--- src/rtl/add_sub_pkg.sv ---
// Shared constants and helpers for the pipelined adder/subtractor.
// Holds the add/subtract mode encodings and the saturation clamp constant
// used when the ADDSUB_SAT_EN build option is defined.
package add_sub_pkg;

   localparam logic MODE_ADD = 1'b0;
   localparam logic MODE_SUB = 1'b1;

   // Clamp constant for a width-bit two's-complement value.
   // neg=0 gives the signed maximum, neg=1 gives the signed minimum.
   function automatic logic [63:0] sat_value(input int width, input logic neg);
      logic [63:0] msb;
      msb = 64'd1 << (width - 1);
      return neg ? msb : (msb - 64'd1);
   endfunction

endpackage

--- src/rtl/add_sub_slice.sv ---
// Combinational SLICE_W-bit ripple-carry adder used as one pipeline slice.
// Also exports the carry into its MSB so the final slice can form the
// signed overflow term (carry into MSB xor carry out of MSB).
module add_sub_slice
   import add_sub_pkg::*;
#(
   parameter int SLICE_W = 4
) (
   input  logic [SLICE_W-1:0] a,
   input  logic [SLICE_W-1:0] b,
   input  logic               c_in,
   output logic [SLICE_W-1:0] sum,
   output logic               c_out,
   output logic               c_msb
);

   logic carry;

   // Bit-serial ripple through the slice, capturing the MSB carry-in.
   always_comb begin
      carry = c_in;
      sum   = '0;
      c_msb = 1'b0;
      for (int i = 0; i < SLICE_W; i++) begin
         if (i == SLICE_W - 1) begin
            c_msb = carry;
         end
         sum[i] = a[i] ^ b[i] ^ carry;
         carry  = (a[i] & b[i]) | (carry & (a[i] ^ b[i]));
      end
      c_out = carry;
   end

endmodule

--- src/rtl/pipelined_add_sub.sv ---
// Pipelined WIDTH-bit adder/subtractor built from STAGES ripple slices.
// Slice k adds bits [k*S +: S]; the operand bits not yet consumed and the
// partial sum travel down the stage registers with their valid bit.
// A single global advance signal stalls every stage at once.
// Build option: define ADDSUB_SAT_EN to saturate the result on signed
// overflow in the final stage (cout/overflow stay unsaturated).
module pipelined_add_sub
   import add_sub_pkg::*;
#(
   parameter int WIDTH  = 8,
   parameter int STAGES = 2
) (
   input  logic             clk,
   input  logic             rst,
   input  logic             in_valid,
   output logic             in_ready,
   input  logic [WIDTH-1:0] a,
   input  logic [WIDTH-1:0] b,
   input  logic             cin,
   input  logic             sub,
   output logic             out_valid,
   input  logic             out_ready,
   output logic [WIDTH-1:0] result,
   output logic             cout,
   output logic             overflow
);

   localparam int S = WIDTH / STAGES;

   if (WIDTH < 2 || STAGES < 1 || (WIDTH % STAGES) != 0) begin : g_bad_cfg
      $error("pipelined_add_sub: WIDTH must be >= 2 and a multiple of STAGES");
   end

   // Insert one S-bit slice sum into its position of the running sum.
   function automatic logic [WIDTH-1:0] merge_slice(input logic [WIDTH-1:0] base,
                                                    input logic [S-1:0]     part,
                                                    input int               k);
      logic [WIDTH-1:0] r;
      r            = base;
      r[k*S +: S]  = part;
      return r;
   endfunction

`ifdef ADDSUB_SAT_EN
   // Clamp value for an overflowed result; neg selects the signed minimum.
   function automatic logic [WIDTH-1:0] sat_result(input logic neg);
      logic [63:0] v;
      v = sat_value(WIDTH, neg);
      return v[WIDTH-1:0];
   endfunction
`endif

   logic             advance;
   logic [WIDTH-1:0] bp_in;
   logic             c_eff;

   // Stage registers (element STAGES-1 lives in the output registers).
   logic             vld_p [STAGES];
   logic [WIDTH-1:0] a_p   [STAGES];
   logic [WIDTH-1:0] bp_p  [STAGES];
   logic [WIDTH-1:0] sum_p [STAGES];
   logic             c_p   [STAGES];

   // Next-state values feeding each stage register.
   logic             vld_n [STAGES];
   logic [WIDTH-1:0] a_n   [STAGES];
   logic [WIDTH-1:0] bp_n  [STAGES];
   logic [WIDTH-1:0] sum_n [STAGES];
   logic             c_n   [STAGES];

   logic [S-1:0]     sl_a  [STAGES];
   logic [S-1:0]     sl_b  [STAGES];
   logic [S-1:0]     sl_s  [STAGES];
   logic             sl_ci [STAGES];
   logic             sl_co [STAGES];
   logic             sl_cm [STAGES];

   logic [WIDTH-1:0] res_last;
   logic             ovf_last;
   logic [WIDTH-1:0] result_q;
   logic             cout_q;
   logic             ovf_q;

   assign advance  = !vld_p[STAGES-1] || out_ready;
   assign in_ready = advance;

   assign bp_in = (sub == MODE_SUB) ? ~b   : b;
   assign c_eff = (sub == MODE_SUB) ? ~cin : cin;

   for (genvar k = 0; k < STAGES; k++) begin : g_stage
      if (k == 0) begin : g_first
         assign vld_n[k] = in_valid;
         assign a_n[k]   = a;
         assign bp_n[k]  = bp_in;
         assign sl_ci[k] = c_eff;
         assign sum_n[k] = merge_slice('0, sl_s[k], k);
      end else begin : g_next
         assign vld_n[k] = vld_p[k-1];
         assign a_n[k]   = a_p[k-1];
         assign bp_n[k]  = bp_p[k-1];
         assign sl_ci[k] = c_p[k-1];
         assign sum_n[k] = merge_slice(sum_p[k-1], sl_s[k], k);
      end

      assign sl_a[k] = a_n[k][k*S +: S];
      assign sl_b[k] = bp_n[k][k*S +: S];
      assign c_n[k]  = sl_co[k];

      add_sub_slice #(.SLICE_W(S)) u_slice (
         .a     (sl_a[k]),
         .b     (sl_b[k]),
         .c_in  (sl_ci[k]),
         .sum   (sl_s[k]),
         .c_out (sl_co[k]),
         .c_msb (sl_cm[k])
      );
   end

   assign ovf_last = sl_co[STAGES-1] ^ sl_cm[STAGES-1];

`ifdef ADDSUB_SAT_EN
   assign res_last = ovf_last ? sat_result(a_n[STAGES-1][WIDTH-1]) : sum_n[STAGES-1];
`else
   assign res_last = sum_n[STAGES-1];
`endif

   // Stage valids: cleared by reset, shifted together on advance.
   always_ff @(posedge clk) begin
      if (rst) begin
         for (int k = 0; k < STAGES; k++) vld_p[k] <= 1'b0;
      end else if (advance) begin
         for (int k = 0; k < STAGES; k++) vld_p[k] <= vld_n[k];
      end
   end

   // Intermediate stage data: no reset, moves only on advance.
   always_ff @(posedge clk) begin
      if (advance) begin
         for (int k = 0; k < STAGES - 1; k++) begin
            a_p[k]   <= a_n[k];
            bp_p[k]  <= bp_n[k];
            sum_p[k] <= sum_n[k];
            c_p[k]   <= c_n[k];
         end
      end
   end

   // Final stage output registers, held stable while stalled.
   always_ff @(posedge clk) begin
      if (rst) begin
         result_q <= '0;
         cout_q   <= 1'b0;
         ovf_q    <= 1'b0;
      end else if (advance) begin
         result_q <= res_last;
         cout_q   <= c_n[STAGES-1];
         ovf_q    <= ovf_last;
      end
   end

   assign out_valid = vld_p[STAGES-1];
   assign result    = result_q;
   assign cout      = cout_q;
   assign overflow  = ovf_q;

endmodule

--- config.mk ---
export PLATFORM = sky130hd
export DESIGN_NAME = pipelined_add_sub
export DESIGN_NICKNAME = d
export VERILOG_FILES = /design/src/rtl/add_sub_pkg.sv /design/src/rtl/add_sub_slice.sv /design/src/rtl/pipelined_add_sub.sv
export SDC_FILE = /design/constraint.sdc
export NUM_CORES = 1
export LEC_CHECK = 0
export CAP_MARGIN = 20
export CORE_MARGIN = 2
export CORE_UTILIZATION = 45
export DETAILED_ROUTE_END_ITERATION = 10
export HOLD_SLACK_MARGIN = 0.03
export PLACE_DENSITY = 0.82
export SYNTH_ARGS = -nofsm -noshare
export SYNTH_HDL_FRONTEND = slang
export SYNTH_SLANG_ARGS = --single-unit
export TNS_END_PERCENT = 10
--- constraint.sdc ---
create_clock -name clk -period 3.2 [get_ports clk]
set_clock_uncertainty 0.05 [all_clocks]
set_input_delay 0.32 -clock clk [delete_from_list [all_inputs] [get_ports clk]]
set_output_delay 0.32 -clock clk [all_outputs]
set_load 0.01 [all_outputs]
=== Word level (Yosys, flattened, before mapping) ===
Memory sizes are Yosys's and may differ from the RTL's. A register that Yosys moved wholly into a read port is not among the register bits.
Cells that the tools add are included.

* Add/sub/neg operators: 0
* Multiply operators: 0
* Divide/modulo/power cells: 0
* Magnitude comparators: 0
* Equality and inequality tests: 0
* Shift operators: 0
* Mux-type cells: 10
* Bitwise logic cells: 45
* Reductions and logical operators: 2

{| class="wikitable"
|+ Operators by type and width
! operator !! number
|-
| 1-bit XOR || 17
|-
| 1-bit bitwise AND || 16
|-
| 1-bit bitwise OR || 10
|-
| 1-bit two-way mux || 9
|-
| 8-bit two-way mux || 1
|-
| 8-bit inverter || 1
|-
| 1-bit logical NOT || 1
|-
| 1-bit logical OR || 1
|-
| 1-bit inverter || 1
|}

* Bits in registers: 10
* Bits in latches: 0
* Bits in writable memories: 44
* Bits in read-only memories: 0
* Bits of input ports: 22
* Output and inout bits: 12
* Logic and storage cells: 65
* Memories kept: 5

{| class="wikitable"
|+ Memory list
! name !! words !! width !! read ports !! clocked after Yosys merged registers in !! write ports !! line !! text
|-
| a_p || 2 || 8 || 1 || 0 || 1 || pipelined_add_sub.sv:59 || <nowiki>logic [WIDTH-1:0] a_p [STAGES];</nowiki>
|-
| bp_p || 2 || 8 || 1 || 0 || 1 || pipelined_add_sub.sv:60 || <nowiki>logic [WIDTH-1:0] bp_p [STAGES];</nowiki>
|-
| sum_p || 2 || 4 || 1 || 1 || 1 || pipelined_add_sub.sv:61 || <nowiki>logic [WIDTH-1:0] sum_p [STAGES];</nowiki>
|-
| c_p || 2 || 1 || 1 || 0 || 1 || pipelined_add_sub.sv:62 || <nowiki>logic c_p [STAGES];</nowiki>
|-
| vld_p || 2 || 1 || 2 || 0 || 2 || pipelined_add_sub.sv:58 || <nowiki>logic vld_p [STAGES];</nowiki>
|}

=== Depth between registers and ports, before layout ===
* Depth in word-level cells: 11
* Depth in mapped cells: 10
* Mapped depth without buffers: 10

=== Cells and area by module ===
From an unflattened synthesis, not the netlist that was laid out.

* Cell total of the unflattened synthesis: 97
* Area total of the unflattened synthesis: 1156.1 µm²

{| class="wikitable"
|+ By module, submodules not included
! module !! instances !! cells an instance !! area each (µm²) !! sequential area each (µm²)
|-
| pipelined_add_sub || 1 || 73 || 935.9 || 650.6
|-
| add_sub_slice || 2 || 12 || 110.1 || 0.0
|}

=== Least setup slack after synthesis ===
No wires, ideal clock.

* Kind: input to register
* Start point: input port sub
* End point: memory sum_p[0][3] (netlist name), data pin
* Setup time: 269 ps
* Data arrival time: 2088 ps
* Required time: 2881 ps
* Path slack: 792 ps
* Stages on the path: 9
* Path buffers: 1
* Path through: buf_2 > xnor2_1 > fa_1 > inv_1 > fa_1 > inv_1 > fa_1 > inv_1 > fa_1

* Longest elaborated chain between the ends: 9
* Elaborated cells between the ends (all ways): 16
* Classes of those cells: mux (2); bitwise (14)

{| class="wikitable"
|+ RTL lines
! element !! line !! text
|-
| from (decl) || pipelined_add_sub.sv:20 || <nowiki>input logic sub,</nowiki>
|-
| 8-bit two-way mux || pipelined_add_sub.sv:87 || <nowiki>assign bp_in = (sub == MODE_SUB) ? ~b : b;</nowiki>
|-
| 1-bit XOR || add_sub_slice.sv:29 || <nowiki>carry = (a[i] & b[i]) | (carry & (a[i] ^ b[i]));</nowiki>
|-
| 1-bit bitwise AND || add_sub_slice.sv:29 ||
|-
| 1-bit bitwise OR || add_sub_slice.sv:29 ||
|-
| 1-bit bitwise AND || add_sub_slice.sv:29 ||
|-
| 1-bit bitwise OR || add_sub_slice.sv:29 ||
|-
| 1-bit bitwise AND || add_sub_slice.sv:29 ||
|-
| 1-bit bitwise OR || add_sub_slice.sv:29 ||
|-
| 1-bit XOR * || add_sub_slice.sv:28 || <nowiki>sum[i] = a[i] ^ b[i] ^ carry;</nowiki>
|-
| via g_stage[0].u_slice.sum[3] || add_sub_slice.sv:12 || <nowiki>output logic [SLICE_W-1:0] sum,</nowiki>
|-
| to (decl) || pipelined_add_sub.sv:61 ||
|}

The timed path passes the listed nets; every way through them passes the cells marked *.

=== Worst setup path in the final report ===
Same ends and word-level chain as after synthesis.

==> tab_implementation.tex <==
\begin{tabular}{lr}
\hline
Metric & Value \\
\hline
\multicolumn{2}{l}{\textbf{Synth}} \\
Synthesized area per cell & 12.42 um2 \\
Count of synthesis-stage warnings from yosys & 0 \\
Number of instances in the synthesized netlist & 93 \\
Number of different library cells in the post-synthesis netlist & 17 \\
Summed instance area of the synthesized netlist & 1155 um2 \\
Number of nets produced by synthesis & 123 \\
Proportion of synthesized chip area in sequential cells & 0.5634 \\
Total of flip-flops plus latches after synthesis & 25 \\
\multicolumn{2}{l}{\textbf{GRT}} \\
Wire length of the first global-routing pass & 2573 um \\
Total Routing Usage GR & 0.1225 \\
Antenna violations before repair & 0 \\
GRT overflow & 0 \\
Number of global-route vias before repair & 682 \\
Maximum number of pins on one net before global-route repair & 28 \\
\multicolumn{2}{l}{\textbf{Timing}} \\
RSZ-0062 raised after global routing & false \\
Top achievable clock speed & 380.2 MHz \\
Worst Max-Slew Pin Slew & 502.7 ps \\
Number of hold-slack violations in the final timing report & 0 \\
Headroom to the max-slew limit & 0.6644 \\
Final-report max-slew violation count & 0 \\
Min setup slack post-route & 570.1 ps \\
Final worst path period need & 2630 ps \\
Post-route fraction of the period consumed by the critical path & 0.8219 \\
Endpoints failing setup & 0 \\
Final sum of negative setup slack & 0 ps \\
\multicolumn{2}{l}{\textbf{Min path}} \\
Worst Min Path Start & result[0] \\
Endpoint with the worst hold slack & result[0] \\
Hold WC Path Type & reg -> reg \\
Number of instances on the worst hold path & 2 \\
\multicolumn{2}{l}{\textbf{Route}} \\
Total via count in the routed design & 705 \\
DRT iter0 DRCs & 13 \\
Routed via count divided by cell count & 4.490 \\
Number of design rule violations left after detail routing & 0 \\
Length of the first detailed-routing pass in iterations & 3 \\
Post-Route WL & 1696 um \\
Routed length per instance & 10.80 um \\
Antenna-violating nets left & 0 \\
\multicolumn{2}{l}{\textbf{Setup path}} \\
Category of the critical setup timing path & in -> reg \\
Category of the worst setup path capture point & flop \\
Max Fanout on Critical Path & 6 \\
Setup slack of the most critical reg-to-reg path & 870 ps \\
Endpoint of the lowest-slack register-to-register path & result[7] \\
Cell Chain, Critical Path & clkdlybuf4s50\_1, xnor2\_1, fa\_1, inv\_1, fa\_1, inv\_1, fa\_1, inv\_1, fa\_1 \\
Data arrival, critical path & 2640 ps \\
Cell repeated most along the worst path & fa\_1 \\
CP Launch Type & input port \\
Critical register-to-register path startpoint & a\_p[0][4] \\
Slowest cell on the critical path & clkdlybuf4s50\_1 \\
Worst Reg-to-Reg Cells & 8 \\
Worst path required time & 3210 ps \\
Max stage delay on crit path & 640 ps \\
\multicolumn{2}{l}{\textbf{Cells and area}} \\
Final Instance Count excl. Fillers & 157 \\
Layout net count & 158 \\
Count of inserted antenna diode cells & 0 \\
Leading cell type in the layout, fill and taps excluded & clkdlybuf4s50\_1 \\
Count of filler cells inserted in the layout & 200 \\
Final std cell area, no fill & 1528 um2 \\
Layout overhead on the synthesized area & 32.29\% \\
Fraction of final layout cells sized beyond drive strength 1 & 0.07087 \\
Top library cells by usage in the layout, fill and taps aside & clkdlybuf4s50\_1 (33), edfxtp\_1 (15), inv\_1 (14), nand2\_1 (14), dfxtp\_1 (10) \\
\multicolumn{2}{l}{\textbf{Pwr}} \\
Switching power share of the total & 0.2531 \\
Clock power frac & 0.178 \\
P\_sw & 0.1896 mW \\
Total power & 0.7489 mW \\
Flop pwr share & 0.562 \\
Static power due to leakage & 0.6216 nW \\
Part of the power in combinational logic & 0.260 \\
Cell-internal power & 0.5594 mW \\
Largest vdd supply drop & 0.2671 mV \\
Cell Pwr Density & 490.2 nW/um2 \\
\multicolumn{2}{l}{\textbf{Clock tree}} \\
Level count of the clock H-tree & 1 \\
Buffer cell driving the clock tree root & clkbuf\_4 \\
Number of buffers added for setup after CTS & 0 \\
Number of buffers inserted by hold repair at cts & 0 \\
Count of cells resized by post-cts repair & 0 \\
Clock tree from TritonCTS & built \\
Clock Pin Slew Worst Setup and Hold Paths & 130 ps \\
TritonCTS sink count & 25 \\
Num CTS Buffers & 3 \\
Number of buffers on the longest clock path & 2 \\
Clk Latency, worst-skew pair & 300 ps \\
\multicolumn{2}{l}{\textbf{Floorplan}} \\
Die width & 54.66 um \\
Io pins & 34 \\
Die area & 2988 um2 \\
Height of the chip & 54.66 um \\
Initial core utilization & 0.4704 \\
Placeable core region & 2455 um2 \\
FP Rows & 18 \\
\multicolumn{2}{l}{\textbf{Place}} \\
Instance count after placement with tap cells included & 153 \\
Dpl hpwl & 1349 um \\
Global placement routability congestion & 0.6650 \\
Input/output buffers & 33 \\
Placed cell areas & 1501 um2 \\
Setup slack after placement & 218.2 ps \\
\multicolumn{2}{l}{\textbf{Status}} \\
Outcome & finished clean \\
\multicolumn{2}{l}{\textbf{Flow run}} \\
Number of maximum-capacitance constraint violations & 0 \\
\hline
\end{tabular}
per-layer routing:
layer	routed length, um	GRT usage	up-vias	share of wire
li1	-	-	361	-
met1	695	0.1295	316	0.41
met2	868	0.2222	26	0.51
met3	105	0.01913	2	0.062
met4	27	0.07917	0	0.016
met5	0	0	-	0
cell type report:
type / count / area, um2 / share of cell area
clock buffers: 4 / 26.28 / 0.01720
inverters: 15 / 56.30 / 0.03685
multi-input cells: 49 / 419.2 / 0.2744
flip-flops and latches: 25 / 650.6 / 0.4259
well taps: 30 / 37.54 / 0.02457
repair buffers: 34 / 337.8 / 0.2211
metrics by stage:
step,utilization,hold WS [ps]
after floorplan,-,368.9
after detailed placement,0.6116,397.8
after global placement,0.6116,392.6
after global routing,0.6223,440.0
final,0.6223,412.1
after CTS,0.6223,413.8
worst max path at each step:
stage               from          end  depth (start not counted)
global placement     sub  sum_p[0][3]                          9
global route         sub  sum_p[0][3]                          9
floorplan            sub  sum_p[0][3]                          9
finish               sub  sum_p[0][3]                          9
CTS                  sub  sum_p[0][3]                          9
detailed placement   sub  sum_p[0][3]                          9
sequential cells by signal (all words and copies together) (netlist names):
signal	flops
overflow	1
result	8
vld_p	2
a_p	4
cout	1
c_p	1
sum_p	4
bp_p	4
logic make-up after synthesis:
| group | Yosys count | share of synthesized area |
|---|---|---|
| adders and majority gates | 8 | 0.1387 |
| and+or+nand+nor | 21 | 0.08559 |
| AOI/OAI and AO/OA | 10 | 0.06284 |
| buffers and inverters | 19 | 0.07367 |
| DFF | 25 | 0.5634 |
| xor gates and xnor gates | 10 | 0.07584 |
power groups by stage:
stage	clock (mW)	combinational [mW]	sequential, mW
global route	0.146	0.216	0.427
finish	0.133	0.195	0.421
CTS	0.139	0.198	0.422
detailed placement	0	0.197	0.429
floorplan	0	0.0909	0.437
global placement	0	0.188	0.426
synth_stat cells (all sizes together):
cell type / instances / share of area
edfxtp: 15 / 0.39
xnor2: 4 / 0.030
buf: 4 / 0.025
nor2b: 1 / 0.012
dfxtp: 10 / 0.17
fa: 8 / 0.14
nand2b: 1 / 0.0054
xor2: 6 / 0.046
a211oi: 3 / 0.033
inv: 15 / 0.049
nand2: 14 / 0.046
nor2: 3 / 0.0098
a21oi: 7 / 0.030
nor3b: 2 / 0.013
worst max-delay path, delay by kind of cell:
family                   cells  cell delay (ps)
buffers and inverters        4              840
adder cells (fa/ha/maj)      4             1340
XOR/XNOR                     1              150
(Power assumes the default switching activity.)
